$ cat config.mk
export PLATFORM = sky130hd
export DESIGN_NAME = gpioemu_host_flat
export DESIGN_NICKNAME = d
export VERILOG_FILES = /design/src/rtl/gpioemu_host_if.sv /design/src/rtl/gpioemu_host.sv /design/src/flat_wrapper.sv
export SDC_FILE = /design/constraint.sdc
export NUM_CORES = 1
export LEC_CHECK = 0
export CAP_MARGIN = 0
export CORE_MARGIN = 2
export CORE_UTILIZATION = 45
export DETAILED_ROUTE_END_ITERATION = 10
export GPL_TIMING_DRIVEN = 0
export PLACE_DENSITY = 0.73
export SLEW_MARGIN = 0
export SYNTH_ARGS = -nofsm -noshare
export SYNTH_HDL_FRONTEND = slang
export SYNTH_SLANG_ARGS = --single-unit
$ cat constraint.sdc
create_clock -name clk -period 2.9 [get_ports clk]
set_clock_uncertainty 0.2 [all_clocks]
set_input_delay 0.58 -clock clk [delete_from_list [all_inputs] [get_ports clk]]
set_output_delay 0.58 -clock clk [all_outputs]
set_load 0.005 [all_outputs]
$ cat src/rtl/gpioemu_host_if.sv
// Request/response and slave-bus bundle for gpioemu_host.
// master = the host block, slave = request source plus gpioemu peripheral.
interface gpioemu_host_if;
  logic        req_valid;
  logic        req_ready;
  logic [31:0] req_n;
  logic        rsp_valid;
  logic        rsp_ready;
  logic [31:0] rsp_prime;
  logic [1:0]  rsp_err;
  logic [15:0] saddress;
  logic        srd;
  logic        swr;
  logic [31:0] sdata_out;
  logic [31:0] sdata_in;
  logic [31:0] done_cnt;
  logic        busy;

  modport master (
    input  req_valid, req_n, rsp_ready, sdata_in, done_cnt,
    output req_ready, rsp_valid, rsp_prime, rsp_err, saddress, srd, swr, sdata_out, busy
  );

  modport slave (
    output req_valid, req_n, rsp_ready, sdata_in, done_cnt,
    input  req_ready, rsp_valid, rsp_prime, rsp_err, saddress, srd, swr, sdata_out, busy
  );
endinterface

$ cat src/rtl/gpioemu_host.sv
// Initiator for the gpioemu prime peripheral: write A, wait for done_cnt, read S and W, cache last result.
// Optional WAIT_DONE timeout enabled by defining GPIOEMU_HOST_TIMEOUT_EN.
module gpioemu_host #(
  parameter int STROBE_CYCLES  = 2,
  parameter int TIMEOUT_CYCLES = 65535
) (
  input  logic           clk,
  input  logic           n_reset,
  gpioemu_host_if.master bus
);
  localparam logic [15:0] ADDR_A   = 16'h00D4;
  localparam logic [15:0] ADDR_S   = 16'h00EC;
  localparam logic [15:0] ADDR_W   = 16'h00E4;
  localparam logic [31:0] ST_OK    = 32'h0000_00AA;
  localparam logic [31:0] N_MAX    = 32'd1000;
  localparam logic [15:0] BUS_LAST = 16'(STROBE_CYCLES + 1);

  localparam logic [2:0] S_IDLE    = 3'd0;
  localparam logic [2:0] S_CHECK   = 3'd1;
  localparam logic [2:0] S_WRITE_A = 3'd2;
  localparam logic [2:0] S_WAIT    = 3'd3;
  localparam logic [2:0] S_READ_S  = 3'd4;
  localparam logic [2:0] S_READ_W  = 3'd5;
  localparam logic [2:0] S_RESP    = 3'd6;

  if (STROBE_CYCLES < 1 || TIMEOUT_CYCLES < 1) begin : g_param_chk
    $error("gpioemu_host: STROBE_CYCLES and TIMEOUT_CYCLES must be >= 1");
  end

  logic [2:0]  r_state;
  logic [15:0] r_bcnt;
  logic [31:0] r_n;
  logic [31:0] r_cnt_ref;
  logic        r_c_vld;
  logic [31:0] r_c_n;
  logic [31:0] r_c_prime;
  logic        r_rsp_valid;
  logic [31:0] r_prime;
  logic [1:0]  r_err;
  logic [15:0] r_saddr;
  logic [31:0] r_sdata;
  logic        r_srd;
  logic        r_swr;
`ifdef GPIOEMU_HOST_TIMEOUT_EN
  logic [31:0] r_to_cnt;
`endif

  logic [2:0]  w_state_nx;
  logic [15:0] w_bcnt_nx;
  logic        w_bus_last;
  logic        w_bus_st_nx;
  logic        w_stb_nx;
  logic        w_ld;
  logic [31:0] w_prime_nx;
  logic [1:0]  w_err_nx;
  logic        w_c_inv;
  logic        w_c_ld;
  logic [15:0] w_addr_nx;

  assign w_bus_last = (r_bcnt == BUS_LAST);

  always_comb begin
    w_state_nx = r_state;
    w_ld       = 1'b0;
    w_prime_nx = '0;
    w_err_nx   = 2'd0;
    w_c_inv    = 1'b0;
    w_c_ld     = 1'b0;
    case (r_state)
      S_IDLE:    if (bus.req_valid) w_state_nx = S_CHECK;
      S_CHECK: begin
        if (r_n == '0 || r_n > N_MAX) begin
          w_state_nx = S_RESP;
          w_ld       = 1'b1;
          w_err_nx   = 2'd1;
        end else if (r_c_vld && r_n == r_c_n) begin
          w_state_nx = S_RESP;
          w_ld       = 1'b1;
          w_prime_nx = r_c_prime;
        end else begin
          w_state_nx = S_WRITE_A;
        end
      end
      S_WRITE_A: if (w_bus_last) w_state_nx = S_WAIT;
      S_WAIT: begin
        // Inequality only, so a wrap of done_cnt still counts as completion
        if (bus.done_cnt != r_cnt_ref) w_state_nx = S_READ_S;
`ifdef GPIOEMU_HOST_TIMEOUT_EN
        else if (r_to_cnt == 32'(TIMEOUT_CYCLES - 1)) begin
          w_state_nx = S_RESP;
          w_ld       = 1'b1;
          w_err_nx   = 2'd2;
          w_c_inv    = 1'b1;
        end
`endif
      end
      S_READ_S: begin
        if (w_bus_last) begin
          if (bus.sdata_in != ST_OK) begin
            w_state_nx = S_RESP;
            w_ld       = 1'b1;
            w_err_nx   = 2'd3;
            w_c_inv    = 1'b1;
          end else begin
            w_state_nx = S_READ_W;
          end
        end
      end
      S_READ_W: begin
        if (w_bus_last) begin
          w_state_nx = S_RESP;
          w_ld       = 1'b1;
          w_prime_nx = bus.sdata_in;
          w_c_ld     = 1'b1;
        end
      end
      S_RESP:    if (r_rsp_valid && bus.rsp_ready) w_state_nx = S_IDLE;
      default:   w_state_nx = S_IDLE;
    endcase
  end

  // Bus outputs are registered from next-state so the slave sees glitch-free strobes
  always_comb begin
    w_bus_st_nx = (w_state_nx == S_WRITE_A) || (w_state_nx == S_READ_S) || (w_state_nx == S_READ_W);
    w_bcnt_nx   = (w_bus_st_nx && w_state_nx == r_state) ? r_bcnt + 16'd1 : 16'd0;
    w_stb_nx    = w_bus_st_nx && (w_bcnt_nx != 16'd0) && (w_bcnt_nx != BUS_LAST);
    case (w_state_nx)
      S_WRITE_A: w_addr_nx = ADDR_A;
      S_READ_S:  w_addr_nx = ADDR_S;
      S_READ_W:  w_addr_nx = ADDR_W;
      default:   w_addr_nx = 16'd0;
    endcase
  end

  always_ff @(posedge clk or negedge n_reset) begin
    if (!n_reset) begin
      r_state     <= S_IDLE;
      r_bcnt      <= '0;
      r_n         <= '0;
      r_cnt_ref   <= '0;
      r_c_vld     <= 1'b0;
      r_c_n       <= '0;
      r_c_prime   <= '0;
      r_rsp_valid <= 1'b0;
      r_prime     <= '0;
      r_err       <= '0;
      r_saddr     <= '0;
      r_sdata     <= '0;
      r_srd       <= 1'b0;
      r_swr       <= 1'b0;
`ifdef GPIOEMU_HOST_TIMEOUT_EN
      r_to_cnt    <= '0;
`endif
    end else begin
      r_state <= w_state_nx;
      r_bcnt  <= w_bcnt_nx;
      if (r_state == S_IDLE && bus.req_valid) r_n <= bus.req_n;
      if (r_state == S_CHECK) r_cnt_ref <= bus.done_cnt;
      if (w_ld) begin
        r_prime <= w_prime_nx;
        r_err   <= w_err_nx;
      end
      if (w_c_inv) r_c_vld <= 1'b0;
      else if (w_c_ld) begin
        r_c_vld   <= 1'b1;
        r_c_n     <= r_n;
        r_c_prime <= bus.sdata_in;
      end
      r_rsp_valid <= (r_state == S_RESP) && !(r_rsp_valid && bus.rsp_ready);
      r_saddr     <= w_addr_nx;
      r_sdata     <= (w_state_nx == S_WRITE_A) ? r_n : 32'd0;
      r_swr       <= w_stb_nx && (w_state_nx == S_WRITE_A);
      r_srd       <= w_stb_nx && (w_state_nx != S_WRITE_A);
`ifdef GPIOEMU_HOST_TIMEOUT_EN
      r_to_cnt    <= (r_state == S_WAIT && w_state_nx == S_WAIT) ? r_to_cnt + 32'd1 : 32'd0;
`endif
    end
  end

  assign bus.req_ready = (r_state == S_IDLE) && n_reset;
  assign bus.busy      = (r_state != S_IDLE);
  assign bus.rsp_valid = r_rsp_valid;
  assign bus.rsp_prime = r_prime;
  assign bus.rsp_err   = r_err;
  assign bus.saddress  = r_saddr;
  assign bus.sdata_out = r_sdata;
  assign bus.srd       = r_srd;
  assign bus.swr       = r_swr;
endmodule

$ cat src/flat_wrapper.sv
// flat-port wrapper written by rule: the top's interface ports become plain ports
module gpioemu_host_flat 
#(
  parameter int STROBE_CYCLES  = 2,
  parameter int TIMEOUT_CYCLES = 65535
)
  (clk, n_reset, bus_req_valid, bus_req_n, bus_rsp_ready, bus_sdata_in, bus_done_cnt, bus_req_ready, bus_rsp_valid, bus_rsp_prime, bus_rsp_err, bus_saddress, bus_srd, bus_swr, bus_sdata_out, bus_busy);
  gpioemu_host_if bus_i ();
  input  logic clk;
  input  logic n_reset;
  input wire logic [$bits(bus_i.req_valid)-1:0] bus_req_valid;
  input wire logic [$bits(bus_i.req_n)-1:0] bus_req_n;
  input wire logic [$bits(bus_i.rsp_ready)-1:0] bus_rsp_ready;
  input wire logic [$bits(bus_i.sdata_in)-1:0] bus_sdata_in;
  input wire logic [$bits(bus_i.done_cnt)-1:0] bus_done_cnt;
  output wire logic [$bits(bus_i.req_ready)-1:0] bus_req_ready;
  output wire logic [$bits(bus_i.rsp_valid)-1:0] bus_rsp_valid;
  output wire logic [$bits(bus_i.rsp_prime)-1:0] bus_rsp_prime;
  output wire logic [$bits(bus_i.rsp_err)-1:0] bus_rsp_err;
  output wire logic [$bits(bus_i.saddress)-1:0] bus_saddress;
  output wire logic [$bits(bus_i.srd)-1:0] bus_srd;
  output wire logic [$bits(bus_i.swr)-1:0] bus_swr;
  output wire logic [$bits(bus_i.sdata_out)-1:0] bus_sdata_out;
  output wire logic [$bits(bus_i.busy)-1:0] bus_busy;
  assign bus_i.req_valid = bus_req_valid;
  assign bus_i.req_n = bus_req_n;
  assign bus_i.rsp_ready = bus_rsp_ready;
  assign bus_i.sdata_in = bus_sdata_in;
  assign bus_i.done_cnt = bus_done_cnt;
  assign bus_req_ready = bus_i.req_ready;
  assign bus_rsp_valid = bus_i.rsp_valid;
  assign bus_rsp_prime = bus_i.rsp_prime;
  assign bus_rsp_err = bus_i.rsp_err;
  assign bus_saddress = bus_i.saddress;
  assign bus_srd = bus_i.srd;
  assign bus_swr = bus_i.swr;
  assign bus_sdata_out = bus_i.sdata_out;
  assign bus_busy = bus_i.busy;
  gpioemu_host #(.STROBE_CYCLES(STROBE_CYCLES), .TIMEOUT_CYCLES(TIMEOUT_CYCLES)) u_core (.clk(clk), .n_reset(n_reset), .bus(bus_i));
endmodule
==> After elaboration in Yosys (flattened, before gate mapping) <==
Cells that the tools add are included.
{ "totals": {"reg_bits": 225, "input_bits": 100, "output_inout_bits": 87, "elab_cells": 84} }
{ "classes": {"add_sub_neg": 1, "order_cmp": 1, "n_eq_ne": 16, "n_mux": 31, "bitwise": 1, "reduce_logical": 20} }
{ "op_table": {"columns": ["operator", "count"], "rows": [
  ["$mux 32", 4],
  ["$pmux 32 s2", 1],
  ["$eq 32x32->1", 1],
  ["$gt 32x10->1 const B", 1],
  ["$logic_not 32->1", 1],
  ["$ne 32x32->1", 1],
  ["$ne 32x8->1 const B", 1],
  ["$mux 3", 8],
  ["$pmux 8 s3", 1],
  ["$pmux 3 s7", 1],
  ["$add 16x1->16 const B", 1],
  ["$eq 16x2->1 const B", 1],
  ["$mux 16", 1],
  ["$ne 16x2->1 const B", 1],
  ["$reduce_bool 16->1", 1],
  ["$eq 3x3->1 const B", 5],
  ["$logic_and 1x1->1", 10],
  ["$mux 1", 10],
  ["$eq 3x2->1 const B", 3],
  ["$mux 2", 3],
  ["$pmux 2 s2", 1],
  ["$eq 3x1->1 const B", 1],
  ["$eq 3x3->1", 1],
  ["$logic_not 3->1", 1],
  ["other kinds (8)", 10]
]} }

==> Longest topological paths before layout <==
{ "logic_depth": {"word_depth": 14, "mapped_depth": 10, "ltp_nobuf": 8} }

==> Worst setup path after synthesis <==
Ideal clock, no wire load.
{ "synth_timing": {"path_kind": "flip-flop to flip-flop", "startpoint": "register u_core.r_bcnt[12]", "endpoint": "register u_core.r_c_prime[4]", "setup_time_ns": 0.125, "arrival_ns": 2.185, "slack_ns": 0.390, "stages_incl_launch_ff": 9, "period_less_slack_ns": 2.510, "cell_sequence": "dfrtp_1 -> buf_6 -> or4_4 -> nor3_4 -> nand2_1 -> nor2_1 -> buf_2 -> buf_4 -> mux2_2"} }
{ "synth_via": {"elab_chain_cells": 5, "word_cells_on_any_way": 7} }
{ "synth_rtl": {"columns": ["element", "line_no", "text"], "rows": [
  ["start: declaration", "gpioemu_host.sv:31", "logic [15:0] r_bcnt;"],
  ["start signal: assignment", "gpioemu_host.sv:156", "r_bcnt <= w_bcnt_nx;"],
  ["$eq 16x2->1 (*)", "gpioemu_host.sv:60", "assign w_bus_last = (r_bcnt == BUS_LAST);"],
  ["$mux 1", "gpioemu_host.sv:98", "if (w_bus_last) begin"],
  ["$mux 1", "gpioemu_host.sv:69", "case (r_state)"],
  ["$not 1->1 (no source line)", null, null],
  ["$reduce_and 2->1 (no source line) (*)", null, null],
  ["end signal: assignment", "gpioemu_host.sv:167", "r_c_prime <= bus.sdata_in;"],
  ["end: declaration", "gpioemu_host.sv:36", "logic [31:0] r_c_prime;"]
]} }
Mark *: on every way between the ends. The rest lies on a longest branch, timed or not.
A chain may end at the register's enable or synchronous reset.

==> Worst setup path after layout <==
{ "layout_timing": {"startpoint": "input bus_sdata_in[5]", "endpoint": "register u_core.r_sdata[25] (netlist: u_core.bus.sdata_out[25])"} }
{ "layout_via": {"elab_chain_cells": 6} }
{ "layout_rtl": {"columns": ["element", "line_no", "text"], "rows": [
  ["start: declaration", "flat_wrapper.sv:14", "input wire logic [$bits(bus_i.sdata_in)-1:0] bus_sdata_in;"],
  ["$ne 32x8->1", "gpioemu_host.sv:99", "if (bus.sdata_in != ST_OK) begin"],
  ["$mux 2", "gpioemu_host.sv:99", null],
  ["$mux 3", "gpioemu_host.sv:98", null],
  ["$pmux 3 s7", "gpioemu_host.sv:69", null],
  ["via u_core.w_state_nx[1]", "gpioemu_host.sv:48", "logic [2:0] w_state_nx;"],
  ["$eq 3x2->1", "gpioemu_host.sv:171", "r_sdata <= (w_state_nx == S_WRITE_A) ? r_n : 32'd0;"],
  ["$mux 32", "gpioemu_host.sv:171", null],
  ["end signal: assignment", "gpioemu_host.sv:171", null],
  ["end: declaration", "gpioemu_host.sv:41", "logic [31:0] r_sdata;"]
]} }
The timed path passes the listed nets, and every way through them passes these cells.

==> impl_metrics.csv <==
group,metric,value,unit
floorplanning,ios,187,
power,p_leak,6.00,nW
floorplanning,die_y,151,um
timing,setup_violations,0,
setup_path,cp_cell_sequence,"clkdlybuf4s50_1 -> nor4bb_1 -> nand4_1 -> nor4_2 -> nor2_1 -> a21o_1 -> nor4b_4 -> buf_6 -> buf_6 -> and2_1",
yosys,ys_ff_latch,221,
yosys,yosysWarnings,0,
setup_path,required,3090,ps
setup_path,r2r-end,"u_core.bus.sdata_out[25]",
cts,cts_tree,"done",
cts,h-tree-depth,1,
layout,num-nets-final,1084,
outcome,outcome,"completed",
detailed_routing,met3_length,1180,um
layout,drive_gt1_share,21.3,%
yosys,synth_cells,756,
global_route,grt.total_usage,20.2,%
layout,fill_cells,1678,
cts,cts_buffer_depth,3,
setup_path,cp.arrival,2980,ps
global_route,grt_max_degree,55,
detailed_routing,initialDrtViolationCount,268,
yosys,synth_edf_count,0,
job,maxCapViolCount,0,
setup_path,cp_slowest_stage_delay,500,ps
yosys,ys_types,51,
detailed_routing,routedWlPerCell,17.9,um
global_route,overflow,0,
detailed_routing,wl,22800,um
power,irDropWorstVdd,539,uV
floorplanning,core.rowCount,53,
detailed_routing,vias_per_cell,5.18,
global_route,antenna_found_initial,0,
layout,layout_common_cells,"220 x dfrtp_1, 175 x clkdlybuf4s50_1, 104 x mux2_2",
global_route,first_global_vias,6803,
detailed_routing,wl_met1,9830,um
timing,min_period,2790,ps
global_route,grt_pass1_wl,36000,um
yosys,async_flop_share,100,%
setup_path,cp_slowest_cell,"clkdlybuf4s50_1",
yosys,ys_seq_area_share,56.8,%
setup_path,critPathMaxFanout,10,
placement,gp_congestion,0.821,
setup_path,rr_worst_depth,9,
floorplanning,start_util,46.0,%
layout,synthToLayoutAreaGrowth,34.9,%
setup_path,start_kind,"primary input",
timing,finalHoldViolCount,0,
cts,clk_pin_slew,60,ps
yosys,syn_area,9730,um2
timing,worst_slew_pin_slew,982,ps
cts,clockRootBuffer,"clkbuf_16",
timing,period_share,96.4,%
detailed_routing,met2_length,11300,um
setup_path,endpoint,"u_core.bus.sdata_out[25]",
setup_path,cp-startpoint,"bus_sdata_in[5]",
placement,hpwl,15700,um
setup_path,path_common_cell,"buf_6",
yosys,ys.flop_type,"dfrtp_1",
floorplanning,dieArea,22800,um2
cts,clk_latency,510,ps
layout,layout_commonest_cell,"dfrtp_1",
floorplanning,die_w,151,um
setup_path,critical_path_class,"in2reg",
detailed_routing,antenna_left,0,
detailed_routing,route.detailed.drc,0,
setup_path,worstSetupEndpointType,"flip-flop",
placement,portBuffers,176,
timing,finalMaxSlewViolations,0,
timing,finalSetupTns,0,ps
timing,fmax,358,MHz
detailed_routing,vias,6610,
detailed_routing,dr.max_layer_used,"met4",
layout,fin_cells,1277,
cts,clock_sinks,221,
layout,regArea,5530,um2
yosys,synth_area_per_cell,12.9,um2
timing,max-slew-margin-rel,34.3,%
cts,numCtsBuffers,24,
setup_path,r2r_slack,160,ps
worst_hold_path,hp-class,"in2async",
floorplanning,core,21200,um2
setup_path,r2r-start,"u_core.r_bcnt[9]",
placement,dp_cells,1218,
detailed_routing,drt-pass1-iter-count,5,
power,power_density,908,nW/um2
layout,multi_input_area,4010,um2
## repair_timing
item | in CTS | in global routing
buffers inserted | 2 | 2
endpoints found under the setup margin | 122 | 95
pin swaps | 1 | 6
endpoints found under the hold margin | 54 | 0
hold buffers | 8 | 0
resized for setup | 9 | 22
cloned | 2 | 0
## report_power, final
part / leakage, nW / internal, mW / switching, mW
Sequential: 2.91 / 4.20 / 0.874
Clock: 0.407 / 1.98 / 1.20
Combinational: 2.68 / 2.23 / 1.44
## Yosys cell counts (2+ instances only)
cell type,n,area share (%)
dfrtp_1,221,57
mux2_2,104,12
xnor2_1,66,5.9
and2_1,35,2.3
a21o_1,33,2.5
a22o_1,32,2.9
nor2_1,30,1.2
mux2_1,24,2.8
nand4_1,24,1.5
nand2_1,21,0.81
nor4_1,17,1.1
clkbuf_1,16,0.62
buf_4,15,1.2
buf_2,13,0.67
nor3_1,13,0.67
xor2_1,13,1.2
nand3_1,12,0.62
inv_1,10,0.39
o21ai_0,6,0.31
nor2b_1,5,0.32
and4_1,4,0.36
buf_6,4,0.46
a21oi_1,3,0.15
a31oi_1,3,0.19
and3_1,2,0.13
nor4b_1,2,0.18
o21bai_1,2,0.15
or2_2,2,0.13
or3_1,2,0.13
## registers in the layout, indices dropped and copies added, names as in the netlist
name and cells:
u_core.bus.srd 1, u_core.r_state 3, u_core.bus.rsp_prime 32, u_core.r_c_n 32
u_core.bus.swr 1, u_core.bus.saddress 4, u_core.r_n 32, u_core.r_cnt_ref 32
u_core.bus.rsp_err 2, u_core.r_c_vld 1, u_core.bus.rsp_valid 1, u_core.r_bcnt 16
u_core.bus.sdata_out 32, u_core.r_c_prime 32
## worst min-delay path by stage
stage	cells after the start	slack, ps	startpoint	end
after floorplan	0	80	n_reset	u_core.bus.rsp_err[0]
after global placement	1	260	u_core.bus.rsp_prime[28]	u_core.bus.rsp_prime[28]
after detailed placement	1	260	u_core.bus.rsp_prime[31]	u_core.bus.rsp_prime[31]
after CTS	4	60	n_reset	u_core.r_cnt_ref[5]
after global routing	4	60	n_reset	u_core.r_cnt_ref[12]
final	4	50	n_reset	u_core.r_state[1]
## metal layers
layer | global-route usage [%] | up-vias
met5 | 0 | -
met4 | 5.14 | 0
met3 | 4.07 | 33
met2 | 34.2 | 154
met1 | 26.7 | 3304
li1 | - | 3119
## kinds of logic after synthesis
logic type | after synthesis | synth area share [%]
multiplexers | 128 | 14.8
XOR/XNOR | 79 | 7.11
flip-flops | 221 | 56.8
other | 1 | 0.0385
adder cells (fa/ha/maj) | 1 | 0.129
AND/OR/NAND/NOR | 177 | 10.4
AO/OA/AOI/OAI | 91 | 7.34
buffers and inverters | 58 | 3.29
## per-stage QoR
stage                     setup slack [ps]  util (%)  cell area [um2]  hold slack, ps  total power, mW
after detailed placement              -768      56.4            11900             264             8.65
after global routing                 -3.38      62.0            13100            62.4             12.6
after CTS                             7.51      61.6            13000            62.1             12.0
after floorplan                        390         -             9760            84.4             7.06
final                                  105      62.1            13100            54.0             11.9
after global placement               -8440      56.1            11900             259             8.53
## cell type report
| cell class | count | share of cell area [%] |
|---|---|---|
| tap | 275 | 2.62 |
| multi-input combinational | 486 | 30.5 |
| antenna | 2 | 0.0381 |
| inverter | 10 | 0.286 |
| buffer | 48 | 2.20 |
| timing repair buffer | 192 | 15.9 |
| sequential | 221 | 42.1 |
| clock inverter | 9 | 1.11 |
| clock buffer | 34 | 5.17 |
## critical path, delay by kind of cell
family | cells | cell delay [ps]
AND/OR/NAND/NOR | 6 | 1370
buffers and inverters | 3 | 810
AO/OA/AOI/OAI | 1 | 220
(Power assumes the default switching activity.)
